**config.mk**
```make
export PLATFORM = sky130hd
export DESIGN_NAME = uart_tx_arb
export DESIGN_NICKNAME = d
export VERILOG_FILES = /design/src/rtl/uart_tx_arb_pkg.sv /design/src/rtl/uart_tx_arb_rr_pick.sv /design/src/rtl/uart_tx_arb.sv
export SDC_FILE = /design/constraint.sdc
export NUM_CORES = 1
export LEC_CHECK = 0
export ABC_CLOCK_PERIOD_IN_PS = 3700
export CAP_MARGIN = 20
export CORE_AREA = 2 2 56 58
export DETAILED_ROUTE_END_ITERATION = 6
export DIE_AREA = 0 0 58 60
export PLACE_DENSITY = 0.78
export SLEW_MARGIN = 30
export SYNTH_ARGS = -nofsm -noshare
export SYNTH_HDL_FRONTEND = slang
export SYNTH_SLANG_ARGS = --single-unit
```
**constraint.sdc**
```tcl
create_clock -name clk_i -period 3.7 [get_ports clk_i]
set_clock_uncertainty 0.1 [all_clocks]
set_input_delay 0.925 -clock clk_i [delete_from_list [all_inputs] [get_ports clk_i]]
set_output_delay 0.925 -clock clk_i [all_outputs]
set_load 0.005 [all_outputs]
```
**src/rtl/uart_tx_arb_pkg.sv**
```systemverilog
// uart_tx_arb_pkg: FSM state encoding and defaults shared by the UART transmit arbiter.
package uart_tx_arb_pkg;
    typedef enum logic [3:0] {
        IDLE      = 4'b0001,
        LAUNCH    = 4'b0010,
        WAIT_BUSY = 4'b0100,
        WAIT_DONE = 4'b1000
    } arb_state_t;
    localparam int BUSY_TIMEOUT_DEF = 4;
endpackage

```
**src/rtl/uart_tx_arb_rr_pick.sv**
```systemverilog
// rr_pick: first-valid requester search from a start pointer; the pointer rotates only
// when UART_TX_ARB_RR_EN is defined, otherwise the search is fixed-priority from 0.
module rr_pick #(
    parameter int N = 4
) (
    input  logic                 clk_i,
    input  logic                 rst_i,
    input  logic [N-1:0]         req_i,
    input  logic                 advance_i,
    input  logic [$clog2(N)-1:0] last_i,
    output logic [N-1:0]         gnt_o,
    output logic [$clog2(N)-1:0] idx_o,
    output logic                 any_o
);
    localparam int IW = $clog2(N);
    logic [IW-1:0] ptr;
    logic [IW-1:0] j;
    int s;
`ifdef UART_TX_ARB_RR_EN
    always_ff @(posedge clk_i)
        if (rst_i)
            ptr <= '0;
        else if (advance_i)
            ptr <= (last_i == IW'(N-1)) ? '0 : last_i + 1'b1;
`else
    logic unused_ok;
    assign ptr = '0;
    assign unused_ok = ^{clk_i, rst_i, advance_i, last_i};
`endif
    // Walk offsets from farthest to nearest so the nearest valid index is left standing.
    always_comb begin
        idx_o = '0;
        any_o = 1'b0;
        s = 0;
        j = '0;
        for (int k = N-1; k >= 0; k--) begin
            s = int'(ptr) + k;
            j = IW'(s >= N ? s - N : s);
            if (req_i[j]) begin
                idx_o = j;
                any_o = 1'b1;
            end
        end
    end
    assign gnt_o = any_o ? (N'(1) << idx_o) : '0;
endmodule

```
**src/rtl/uart_tx_arb.sv**
```systemverilog
// uart_tx_arb: shares one UART transmitter among N_REQ byte sources, one frame at a time.
// Round-robin selection with UART_TX_ARB_RR_EN defined, fixed priority otherwise.
module uart_tx_arb import uart_tx_arb_pkg::*; #(
    parameter int N_REQ        = 4,
    parameter int DW           = 8,
    parameter int BUSY_TIMEOUT = BUSY_TIMEOUT_DEF
) (
    input  logic                     clk_i,
    input  logic                     rst_i,
    input  logic [N_REQ-1:0]         req_valid_i,
    input  logic [N_REQ*DW-1:0]      req_data_i,
    output logic [N_REQ-1:0]         req_ready_o,
    output logic                     tx_start_o,
    output logic [DW-1:0]            tx_data_o,
    input  logic                     tx_busy_i,
    output logic [$clog2(N_REQ)-1:0] grant_id_o,
    output logic                     active_o,
    output logic                     err_o
);
    localparam int IW = $clog2(N_REQ);
    localparam int CW = $clog2(BUSY_TIMEOUT + 1);
    arb_state_t    state;
    logic [DW-1:0] data_q;
    logic [IW-1:0] gid_q;
    logic [CW-1:0] cnt;
    logic          err_q;
    logic [N_REQ-1:0] gnt;
    logic [IW-1:0] idx;
    logic          any;
    logic          accept;
    logic          timeout;
    logic          done;

    rr_pick #(.N(N_REQ)) u_pick (
        .clk_i     (clk_i),
        .rst_i     (rst_i),
        .req_i     (req_valid_i),
        .advance_i (timeout | done),
        .last_i    (gid_q),
        .gnt_o     (gnt),
        .idx_o     (idx),
        .any_o     (any)
    );

    assign accept  = (state == IDLE) && !tx_busy_i && any && !rst_i;
    // cnt holds cycles elapsed since the start pulse while waiting for busy.
    assign timeout = (state == WAIT_BUSY) && !tx_busy_i && (cnt >= CW'(BUSY_TIMEOUT - 1));
    assign done    = (state == WAIT_DONE) && !tx_busy_i;

    always_ff @(posedge clk_i) begin
        if (rst_i) begin
            state  <= IDLE;
            data_q <= '0;
            gid_q  <= '0;
            cnt    <= '0;
            err_q  <= 1'b0;
        end else begin
            err_q <= timeout;
            cnt   <= (state == WAIT_BUSY) ? cnt + 1'b1 : CW'(1);
            if (accept) begin
                data_q <= req_data_i[idx*DW +: DW];
                gid_q  <= idx;
            end
            state <= accept                             ? LAUNCH    :
                     (state == LAUNCH)                  ? WAIT_BUSY :
                     (state == WAIT_BUSY && tx_busy_i)  ? WAIT_DONE :
                     (timeout || done)                  ? IDLE      : state;
        end
    end

    assign req_ready_o = accept ? gnt : '0;
    assign tx_start_o  = (state == LAUNCH);
    assign active_o    = (state != IDLE);
    assign err_o       = err_q;
    assign tx_data_o   = data_q;
    assign grant_id_o  = gid_q;
endmodule

```
==> summary.md, run 1 <==
| Metric | Value |
|---|---|
| Status | `completed` |
| RR Endpoint | `tx_data_o[6]` |
| Yosys Warn Count | `0` |
| Setup slack, reg-to-reg | `1820 ps` |
| Worst-case clock buffer depth | `2` |
| Worst path bufs/invs | `2` |
| CP Capture Type | `primary output` |
| Drt first pass iters | `4` |
| Clk slew on worst S/H paths | `90 ps` |
| LEAKAGE | `0.688 nW` |
| Footprint of the multi-input gates | `646 um^2` |
| Antenna diodes | `0` |
| Register area share after synthesis | `32.5%` |
| Post-Synthesis Net Count | `156` |
| Reg area | `360 um^2` |
| Worst endpoint data arrival time | `2570 ps` |
| Total Wirelength | `3020 um` |
| Htree depth | `1` |
| Fmax | `278 MHz` |
| Initial DRC count | `15` |
| Largest net degree at the start of global routing | `12` |
| Worst R2R Start | `state[0]` |
| Initial core utilization | `38.2%` |
| #FFs+latches synth | `18` |
| Setup violators final | `0` |
| Final Cycle Share | `97.1%` |
| Min-delay src | `cnt[0]` |
| Fin. Hold Viols | `0` |
| Area delta synth->final | `58.5%` |
| Routability Congestion | `0.811` |
| CTS tree | `done` |
| Non-Filler Instances | `212` |
| Pins Over Slew Limit | `0` |
| Routed Antenna Nets | `0` |
| Hold WC Path Type | `reg2reg` |
| WHS Endpoint | `cnt[0]` |
| Area of the core | `2900 um^2` |
| Reg2reg path depth | `4` |
| Pwr Total | `0.509 mW` |
| First-pass GRT wire length | `5000 um` |
| Nets | `222` |
| CP max stage delay | `510 ps` |
| Worst path cell trace | `clkdlybuf4s50_1 -> nor2_1 -> a2111oi_4 -> nand2_2 -> nor2_1 -> clkdlybuf4s50_1` |
| DRC viols | `0` |
| Hold Buf Count CTS | `0` |
| Placed Area | `1720 um^2` |
| Mean Syn Cell Area | `9.64 um^2` |
| Fraction of final layout cells sized beyond drive strength 1 | `13.4%` |
| WS Path Type | `in2out` |
| Number of global-route vias before repair | `1173` |
| Post-synthesis cell count | `115` |
| HPWL Detailed | `2410 um` |
| Die width | `58 um` |
| Tot GR Track Use | `18.9%` |
| # IOs | `56` |
| CTS buffer count | `3` |
| Rows | `20` |
| WP data required | `2670 ps` |
| Post-Syn Area | `1110 um^2` |
| Crit start category | `input port` |
| Initial antenna violation count | `0` |
| Max cap viols | `0` |
| Root buffer cell | `clkbuf_4` |
| Clock sink count | `18` |
| Critical Path Fanout Max | `3` |
| Final Instance Area | `1760 um^2` |
| Drt via density | `5.42` |
| Cell variety after synth | `38` |
| Worst path top cell family by delay | `buffers and inverters` |
| Clk Latency, worst-skew pair | `290 ps` |
| IO Port Bufs | `55` |
| Routed len/inst | `14.3 um` |
| Peak VDD IR | `0.000171 V` |
| Slew margin rel. | `65.9%` |
| Die area | `3480 um^2` |
| Min Tclk post-route | `3590 ps` |
| Worst Hold Margin | `378 ps` |
| Die height | `60 um` |
| Cells after DPL | `209` |
| Worst-Margin Slew | `506 ps` |
| Vias | `1150` |
| Critical Path Start | `req_valid_i[2]` |
| Post-CTS Setup Bufs | `0` |
| Critical-path top delay cell | `clkdlybuf4s50_1` |
| Overflow after GRT | `0` |
| Fill cells | `237` |
| Pwr/cell area | `290 nW/um^2` |
| Hold Path Cell Cnt | `1` |
[cells by family after synthesis]
| group | Yosys count | share of synthesized area (%) |
|---|---|---|
| fa+ha+maj | 2 | 2.26 |
| flops | 18 | 32.5 |
| mux | 3 | 7.11 |
| simple gates | 30 | 15.9 |
| compound gates | 45 | 32.5 |
| buf+inv | 17 | 9.71 |
[placed cells by master (no fill, tap or decap), drive strengths merged, types with 5 or more instances in the layout]
| cell | n |
|---|---|
| nand2 | 8 |
| buf | 12 |
| dfxtp | 18 |
| clkdlybuf4s50 | 53 |
| o22ai | 5 |
| a22o | 5 |
| o211ai | 10 |
| o21ai | 6 |
| inv | 10 |
| a32o | 5 |
| nor2 | 8 |
[synth_stat cells (all sizes together)]
cell type   n  area, um^2
o22ai       5        31.3
inv        10        37.5
a211oi      3        27.5
o21ai       6        30.0
a22o        5        43.8
o21a        1        7.51
clkbuf      3        32.5
clkinv      1        3.75
dfxtp      18         360
mux4        3        78.8
and3        2        12.5
o211a       1        10.0
o31ai       2        15.0
nor4        1        6.26
nand3       1        5.00
a21oi       2        10.0
nand2b      3        18.8
nor2        8        48.8
buf         3        33.8
a31o        1        8.76
o21bai      1        7.51
o211ai     10        75.1
a21boi      1        7.51
and2b       1        10.0
nor3        3        15.0
a32o        5        50.1
a2111oi     2        36.3
nor3b       1        7.51
nand2       8        32.5
or4b        1        13.8
nor2b       1        6.26
ha          2        25.0
[power breakdown]
group	total (mW)	switching, mW	internal, mW
Sequential	0.229	0.0183	0.211
Clock	0.0961	0.0583	0.0378
Combinational	0.184	0.0701	0.114
[worst max-delay path by stage]
| stage | endpoint | slack [ps] | depth (start not counted) |
|---|---|---|---|
| global placement | req_ready_o[1] | 60 | 5 |
| CTS | req_ready_o[1] | 8 | 5 |
| detailed placement | req_ready_o[1] | 10 | 5 |
| finish | req_ready_o[2] | 110 | 6 |
| floorplan | req_ready_o[2] | 850 | 6 |
| global route | req_ready_o[2] | -2 | 6 |
[layout make-up]
| cell class | instances | area share [%] |
|---|---|---|
| clock buffers | 3 | 1.28 |
| inverters | 11 | 2.35 |
| multi-input cells | 80 | 36.8 |
| flip-flops and latches | 18 | 20.5 |
| well taps | 33 | 2.35 |
| repair buffers | 67 | 36.8 |
[state kept, by name, summed over array words and instances, names as in the netlist]
| register | count |
|---|---|
| tx_data_o | 8 |
| state | 4 |
| cnt | 3 |
| grant_id_o | 2 |
| err_o | 1 |
[routing by layer]
metal	track usage (%)	routed length [um]	share of wire, %
met5	0	0	0
met4	9.30	18	0.60
met3	5.19	222	7.3
met2	31.5	1460	48
met1	22.3	1320	44
[stage by stage]
step / utilization [%] / setup WS [ps] / TNS (ps)
6_report: 60.5 / 107 / 0
5_1_grt: 60.5 / -2.24 / -2.24
4_1_cts: 60.2 / 7.70 / 0
3_5_place_dp: 59.4 / 11.8 / 0
3_3_place_gp: 59.4 / 60.5 / 0
2_1_floorplan: - / 855 / 0
[what timing repair did]
action | 4_1_cts | 5_1_grt
resized for setup | 0 | 3
endpoints found under the hold margin | 0 | 0
setup endpoints to repair | 0 | 4
Power figures use the tool's default switching activity.
==> inputs of run 2 (changes only) <==
Settings changed: CAP_MARGIN 20 to default.
==> results of run 2 <==
No change in the layout: final DEF, timing and power equal those of run 1.
